==> src/rtl/partial_store_pkg.sv <==
// Shared store-path definitions: store funct3 codes, the split-FSM state
// encoding, and the funct3-to-byte-mask helper used by the lane generator.
package partial_store_pkg;

  localparam logic [2:0] FNC_SB = 3'b000;
  localparam logic [2:0] FNC_SH = 3'b001;
  localparam logic [2:0] FNC_SW = 3'b010;

  typedef enum logic [0:0] {
    ST_IDLE  = 1'b0,
    ST_SPLIT = 1'b1
  } store_state_t;

  // Unshifted byte mask for a store width; 0000 marks an illegal code.
  function automatic logic [3:0] size_mask(input logic [2:0] funct3);
    case (funct3)
      FNC_SB:  size_mask = 4'b0001;
      FNC_SH:  size_mask = 4'b0011;
      FNC_SW:  size_mask = 4'b1111;
      default: size_mask = 4'b0000;
    endcase
  endfunction

endpackage

==> src/rtl/partial_store_if.sv <==
// Store request / memory write-port bundle. master = execute-stage side
// (issues requests, observes writes); slave = the partial_store block.
interface partial_store_if;
  logic        req_valid;
  logic        req_ready;
  logic [2:0]  req_funct3;
  logic [31:0] req_addr;
  logic [31:0] req_data;
  logic        mem_valid;
  logic [31:0] mem_addr;
  logic [31:0] mem_din;
  logic [3:0]  mem_we;
  logic        store_err;

  modport master (
    output req_valid, req_funct3, req_addr, req_data,
    input  req_ready, mem_valid, mem_addr, mem_din, mem_we, store_err
  );

  modport slave (
    input  req_valid, req_funct3, req_addr, req_data,
    output req_ready, mem_valid, mem_addr, mem_din, mem_we, store_err
  );
endinterface

==> src/rtl/partial_store_store_lane_gen.sv <==
// store_lane_gen: purely combinational lane mapper. Places the sized store
// data and its byte mask into an 8-byte window starting at the word holding
// the address; the upper half of the window is the second word of a split.
// Build option PARTIAL_STORE_MISALIGNED_EN: when undefined, non-natural
// alignment is flagged illegal instead of being split.
module store_lane_gen
  import partial_store_pkg::*;
(
  input  logic [2:0]  funct3,
  input  logic [1:0]  offset,
  input  logic [31:0] data,
  output logic [63:0] d64,
  output logic [7:0]  m8,
  output logic        illegal,
  output logic        needs_split
);

  logic [3:0]  mask;
  logic [31:0] data_sized;
  logic        bad_code;
`ifndef PARTIAL_STORE_MISALIGNED_EN
  logic        misaligned;
`endif

  // Size the data, shift data and mask into the addressed lanes, classify.
  always_comb begin
    mask        = size_mask(funct3);
    bad_code    = (mask == 4'b0000);
    data_sized  = data & {{8{mask[3]}}, {8{mask[2]}}, {8{mask[1]}}, {8{mask[0]}}};
    d64         = {32'h0000_0000, data_sized} << {offset, 3'b000};
    m8          = {4'b0000, mask} << offset;
    needs_split = |m8[7:4];
`ifdef PARTIAL_STORE_MISALIGNED_EN
    illegal     = bad_code;
`else
    misaligned  = ((funct3 == FNC_SH) && offset[0]) ||
                  ((funct3 == FNC_SW) && (offset != 2'b00));
    illegal     = bad_code | misaligned;
`endif
  end

endmodule

==> src/rtl/partial_store.sv <==
// partial_store: turns a store request into word-aligned memory write beats
// with byte enables. All write-port outputs are registered (latency 1).
// Build option PARTIAL_STORE_MISALIGNED_EN: when defined, word-crossing
// stores are split into two beats via a SPLIT state; when undefined they
// are rejected with store_err and req_ready is constant 1.
module partial_store
  import partial_store_pkg::*;
(
  input  logic              clk,
  input  logic              rst,
  partial_store_if.slave    bus
);

  // ---- stage p0: request decode (combinational) ----
  logic [63:0] d64_p0;
  logic [7:0]  m8_p0;
  logic        illegal_p0;
  logic        split_p0;
  logic        accept_p0;
  logic [31:0] word_addr_p0;

  store_lane_gen u_lane_gen (
    .funct3      (bus.req_funct3),
    .offset      (bus.req_addr[1:0]),
    .data        (bus.req_data),
    .d64         (d64_p0),
    .m8          (m8_p0),
    .illegal     (illegal_p0),
    .needs_split (split_p0)
  );

  assign word_addr_p0 = {bus.req_addr[31:2], 2'b00};
  assign accept_p0    = bus.req_valid && bus.req_ready;

  // ---- stage p1: registered write port ----
  logic        mem_valid_p1;
  logic [31:0] mem_addr_p1;
  logic [31:0] mem_din_p1;
  logic [3:0]  mem_we_p1;
  logic        store_err_p1;

`ifdef PARTIAL_STORE_MISALIGNED_EN
  store_state_t state;
  logic [31:0]  b2_addr_p1;
  logic [31:0]  b2_din_p1;
  logic [3:0]   b2_we_p1;

  assign bus.req_ready = (state == ST_IDLE);

  // Split FSM with registered beats; the second beat is parked until SPLIT.
  always_ff @(posedge clk) begin
    if (rst) begin
      state        <= ST_IDLE;
      mem_valid_p1 <= 1'b0;
      mem_addr_p1  <= 32'h0;
      mem_din_p1   <= 32'h0;
      mem_we_p1    <= 4'b0000;
      store_err_p1 <= 1'b0;
    end else begin
      mem_valid_p1 <= 1'b0;
      mem_addr_p1  <= 32'h0;
      mem_din_p1   <= 32'h0;
      mem_we_p1    <= 4'b0000;
      store_err_p1 <= 1'b0;
      case (state)
        ST_IDLE: begin
          if (accept_p0) begin
            if (illegal_p0) begin
              store_err_p1 <= 1'b1;
            end else begin
              mem_valid_p1 <= 1'b1;
              mem_addr_p1  <= word_addr_p0;
              mem_din_p1   <= d64_p0[31:0];
              mem_we_p1    <= m8_p0[3:0];
              if (split_p0) begin
                state      <= ST_SPLIT;
                b2_addr_p1 <= word_addr_p0 + 32'd4;
                b2_din_p1  <= d64_p0[63:32];
                b2_we_p1   <= m8_p0[7:4];
              end
            end
          end
        end
        ST_SPLIT: begin
          mem_valid_p1 <= 1'b1;
          mem_addr_p1  <= b2_addr_p1;
          mem_din_p1   <= b2_din_p1;
          mem_we_p1    <= b2_we_p1;
          state        <= ST_IDLE;
        end
        default: state <= ST_IDLE;
      endcase
    end
  end
`else
  // Upper window half can only be non-zero for a misaligned (illegal) store.
  logic unused_hi;
  assign unused_hi     = ^{split_p0, d64_p0[63:32], m8_p0[7:4]};
  assign bus.req_ready = 1'b1;

  // Single-beat write port: every accepted legal store issues one beat.
  always_ff @(posedge clk) begin
    if (rst) begin
      mem_valid_p1 <= 1'b0;
      mem_addr_p1  <= 32'h0;
      mem_din_p1   <= 32'h0;
      mem_we_p1    <= 4'b0000;
      store_err_p1 <= 1'b0;
    end else begin
      mem_valid_p1 <= 1'b0;
      mem_addr_p1  <= 32'h0;
      mem_din_p1   <= 32'h0;
      mem_we_p1    <= 4'b0000;
      store_err_p1 <= 1'b0;
      if (accept_p0) begin
        if (illegal_p0) begin
          store_err_p1 <= 1'b1;
        end else begin
          mem_valid_p1 <= 1'b1;
          mem_addr_p1  <= word_addr_p0;
          mem_din_p1   <= d64_p0[31:0];
          mem_we_p1    <= m8_p0[3:0];
        end
      end
    end
  end
`endif

  assign bus.mem_valid = mem_valid_p1;
  assign bus.mem_addr  = mem_addr_p1;
  assign bus.mem_din   = mem_din_p1;
  assign bus.mem_we    = mem_we_p1;
  assign bus.store_err = store_err_p1;

endmodule
==> src/flat_wrapper.sv <==
// flat-port wrapper written by rule: the top's interface ports become plain ports
module partial_store_flat import partial_store_pkg::*;
  (clk, rst, bus_req_valid, bus_req_funct3, bus_req_addr, bus_req_data, bus_req_ready, bus_mem_valid, bus_mem_addr, bus_mem_din, bus_mem_we, bus_store_err);
  partial_store_if bus_i ();
  input  logic clk;
  input  logic rst;
  input wire logic [$bits(bus_i.req_valid)-1:0] bus_req_valid;
  input wire logic [$bits(bus_i.req_funct3)-1:0] bus_req_funct3;
  input wire logic [$bits(bus_i.req_addr)-1:0] bus_req_addr;
  input wire logic [$bits(bus_i.req_data)-1:0] bus_req_data;
  output wire logic [$bits(bus_i.req_ready)-1:0] bus_req_ready;
  output wire logic [$bits(bus_i.mem_valid)-1:0] bus_mem_valid;
  output wire logic [$bits(bus_i.mem_addr)-1:0] bus_mem_addr;
  output wire logic [$bits(bus_i.mem_din)-1:0] bus_mem_din;
  output wire logic [$bits(bus_i.mem_we)-1:0] bus_mem_we;
  output wire logic [$bits(bus_i.store_err)-1:0] bus_store_err;
  assign bus_i.req_valid = bus_req_valid;
  assign bus_i.req_funct3 = bus_req_funct3;
  assign bus_i.req_addr = bus_req_addr;
  assign bus_i.req_data = bus_req_data;
  assign bus_req_ready = bus_i.req_ready;
  assign bus_mem_valid = bus_i.mem_valid;
  assign bus_mem_addr = bus_i.mem_addr;
  assign bus_mem_din = bus_i.mem_din;
  assign bus_mem_we = bus_i.mem_we;
  assign bus_store_err = bus_i.store_err;
  partial_store u_core (.clk(clk), .rst(rst), .bus(bus_i));
endmodule
==> config.mk <==
export PLATFORM = sky130hd
export DESIGN_NAME = partial_store_flat
export DESIGN_NICKNAME = d
export VERILOG_FILES = /design/src/rtl/partial_store_pkg.sv /design/src/rtl/partial_store_if.sv /design/src/rtl/partial_store_store_lane_gen.sv /design/src/rtl/partial_store.sv /design/src/flat_wrapper.sv
export SDC_FILE = /design/constraint.sdc
export NUM_CORES = 1
export LEC_CHECK = 0
export CELL_PAD_IN_SITES_DETAIL_PLACEMENT = 1
export CELL_PAD_IN_SITES_GLOBAL_PLACEMENT = 1
export CORE_ASPECT_RATIO = 1.25
export CORE_MARGIN = 5
export CORE_UTILIZATION = 36
export CTS_BUF_LIST = sky130_fd_sc_hd__clkbuf_8
export CTS_CLUSTER_DIAMETER = 80
export DETAILED_ROUTE_END_ITERATION = 7
export HOLD_SLACK_MARGIN = 0.15
export MAX_ROUTING_LAYER = met4
export PLACE_DENSITY_LB_ADDON = 0.1
export SLEW_MARGIN = 20
export SYNTH_ARGS = -nofsm -noshare
export SYNTH_HDL_FRONTEND = slang
export SYNTH_HIERARCHICAL = 1
export SYNTH_SLANG_ARGS = --single-unit
==> constraint.sdc <==
create_clock -name clk -period 2.9 [get_ports clk]
set_input_delay 0.435 -clock clk [delete_from_list [all_inputs] [get_ports clk]]
set_output_delay 0.435 -clock clk [all_outputs]
set_load 0.02 [all_outputs]
==> metrics.md <==
| Metric | Value |
|---|---|
| Worst slew pin tran | `0.957 ns` |
| Aggregate global routing overflow | `0` |
| Warnings, synthesis | `6` |
| Placed cell area | `roughly 0.0045 mm2` |
| Worst path top cell family by delay | `simple AND/OR/NAND/NOR gates` |
| Max Cap Viol | `0` |
| Final nets | `453` |
| Total wire length | `around 9.2 mm` |
| CP bufs+invs | `1` |
| Post-Syn Area | `0.00316 mm2` |
| Area delta synth->final | `48.4%` |
| Root Buffer | `clkbuf_8` |
| Worst-path cell chain | `clkdlybuf4s50_1 > or4b_1 > nor2_1 > a221o_1 > nor4bb_1` |
| Post-CTS Resized | `0` |
| Setup TNS | `0 ns` |
| Crit path arrival time | `2.41 ns` |
| GRT Total Usage | `17.7%` |
| Design area | `0.00469 mm2` |
| CP max stage cell | `or4b_1` |
| TritonCTS clock tree | `done` |
| Met2 wire length | `4.57 mm` |
| Core area | `0.00865 mm2` |
| Antenna violations before repair | `0` |
| Startpoint type of the worst setup path | `input port` |
| Worst EP required | `3.13 ns` |
| Wire per inst | `18.1 um` |
| Static leakage | `0.00177 uW` |
| DR vias/cell | `between 4 and 5` |
| Setup bufs post-CTS | `0` |
| Die Y-Extent | `115 um` |
| Cell Pwr Density | `~450 mW/mm2` |
| CTS H-tree depth | `3` |
| Largest net degree at the start of global routing | `69` |
| Final min period | `around 2.2 ns` |
| Max Clk Rate | `0.458 GHz` |
| Antenna Nets Post-Route | `0` |
| Min-Delay Path Class | `in2reg` |
| Crit Path Category | `in2reg` |
| Total CTS buffers | `9` |
| Initial DRC count | `89` |
| Syn Area/Cell | `11.8 um2` |
| Maximum vdd drop | `around 210 uV` |
| Drt pass-1 iters | `4` |
| Fin. Hold Viols | `0` |
| Setup violators final | `0` |
| First-pass GRT wire length | `14.2 mm` |
| Via count | `2523` |
| Status | `finished, final reports clean` |
| Full die area | `0.0108 mm2` |
| Clock transition at path regs | `roughly 0.080 ns` |
| Final Wtd Congestion | `0.816` |
| Routed met1 length | `3.99 mm` |
| Slowest Stage Delay on Critical Path | `0.88 ns` |
| Starting Density | `36.6%` |
| Max-slew headroom | `36.2%` |
| Number of global-route vias before repair | `2631` |
| Setup WS post-layout | `0.718 ns` |
| PortBufs | `137` |
| Share of cells above drive strength 1 | `about 12%` |
| Deepest clock path buffer count | `2` |
| Dpl ws | `0.384 ns` |
| Clock sinks | `68` |
| Drt drc | `0` |
| Die W | `93.8 um` |
| Crit-path max FO | `16` |
| Ports | `141` |
| CP endpoint kind | `flop` |
| Metal3 WL | `535 um` |
| # diodes | `0` |
| Fin Hold WS | `0.654 ns` |
| Syn Inst Count | `around 270` |
| Period Utilization, post-route | `75.3%` |
| CTS Hold Bufs | `0` |
| Uppermost routed layer | `met4` |
| RSZ-0062 raised after global routing | `false` |
| Max Slew Vio Count | `0` |
| Hpwl dp | `6.56 mm` |
| Site Rows | `38` |
-- final cells by class --
cell class / instances / area (um2)
Tap cell: 120 / 150
Fill cell: 945 / 3960
Multi-Input combinational cell: 162 / 1560
Clock inverter: 3 / 42.5
Clock buffer: 13 / 179
Timing Repair Buffer: 140 / 1390
Inverter: 2 / 7.51
Sequential cell: 68 / 1360
-- metal layers --
layer,track usage (%),vias to the layer above
li1,-,1223
met1,21.1,1195
met2,29.2,99
met3,4.78,6
met4,5.20,0
met5,-,-
-- per-stage QoR --
step,utilization [%],power [uW],instances
2_1_floorplan,-,1170,268
3_3_place_gp,51.7,1300,492
3_5_place_dp,51.7,1300,492
4_1_cts,54.3,2150,508
5_1_grt,54.3,2240,508
6_report,54.3,2120,508
-- layout by cell type, fill, tap and decap left out, types with 2 or more instances in the layout --
cell type          n
nor4bb_2           9
clkbuf_8          13
conb_1             3
nor2_1            17
nor4bb_1          46
nor4bb_4          11
mux2i_1           16
buf_2              2
a22oi_1            8
clkdlybuf4s50_1  134
a221o_1            8
nand2b_1           2
inv_1              2
buf_4              3
dfxtp_1           68
o22ai_1            8
and2_1             9
nor3_2             2
nor2_2             2
a21oi_1            2
nor2b_1            8
-- final timing paths --
check / startpoint / cells past startpoint / endpoint / slack [ns]
min: bus_req_addr[29] / 2 / u_core/bus.mem_addr[29] / 0.65
max: bus_req_funct3[0] / 5 / u_core/bus.mem_din[20] / 0.72
-- state kept, by name (all words and copies together) (netlist names) --
signal	cells
u_core/bus.mem_addr	30
u_core/bus.mem_din	32
u_core/bus.mem_we	4
u_core/bus.mem_valid	1
u_core/bus.store_err	1
-- where the power goes --
part | internal [uW] | total (uW) | switching, uW
clock network | 490 | 844 | 354
logic | 182 | 333 | 151
registers | 944 | 947 | 2.74
total | 1620 | 2120 | 508
(Power assumes the default switching activity.)
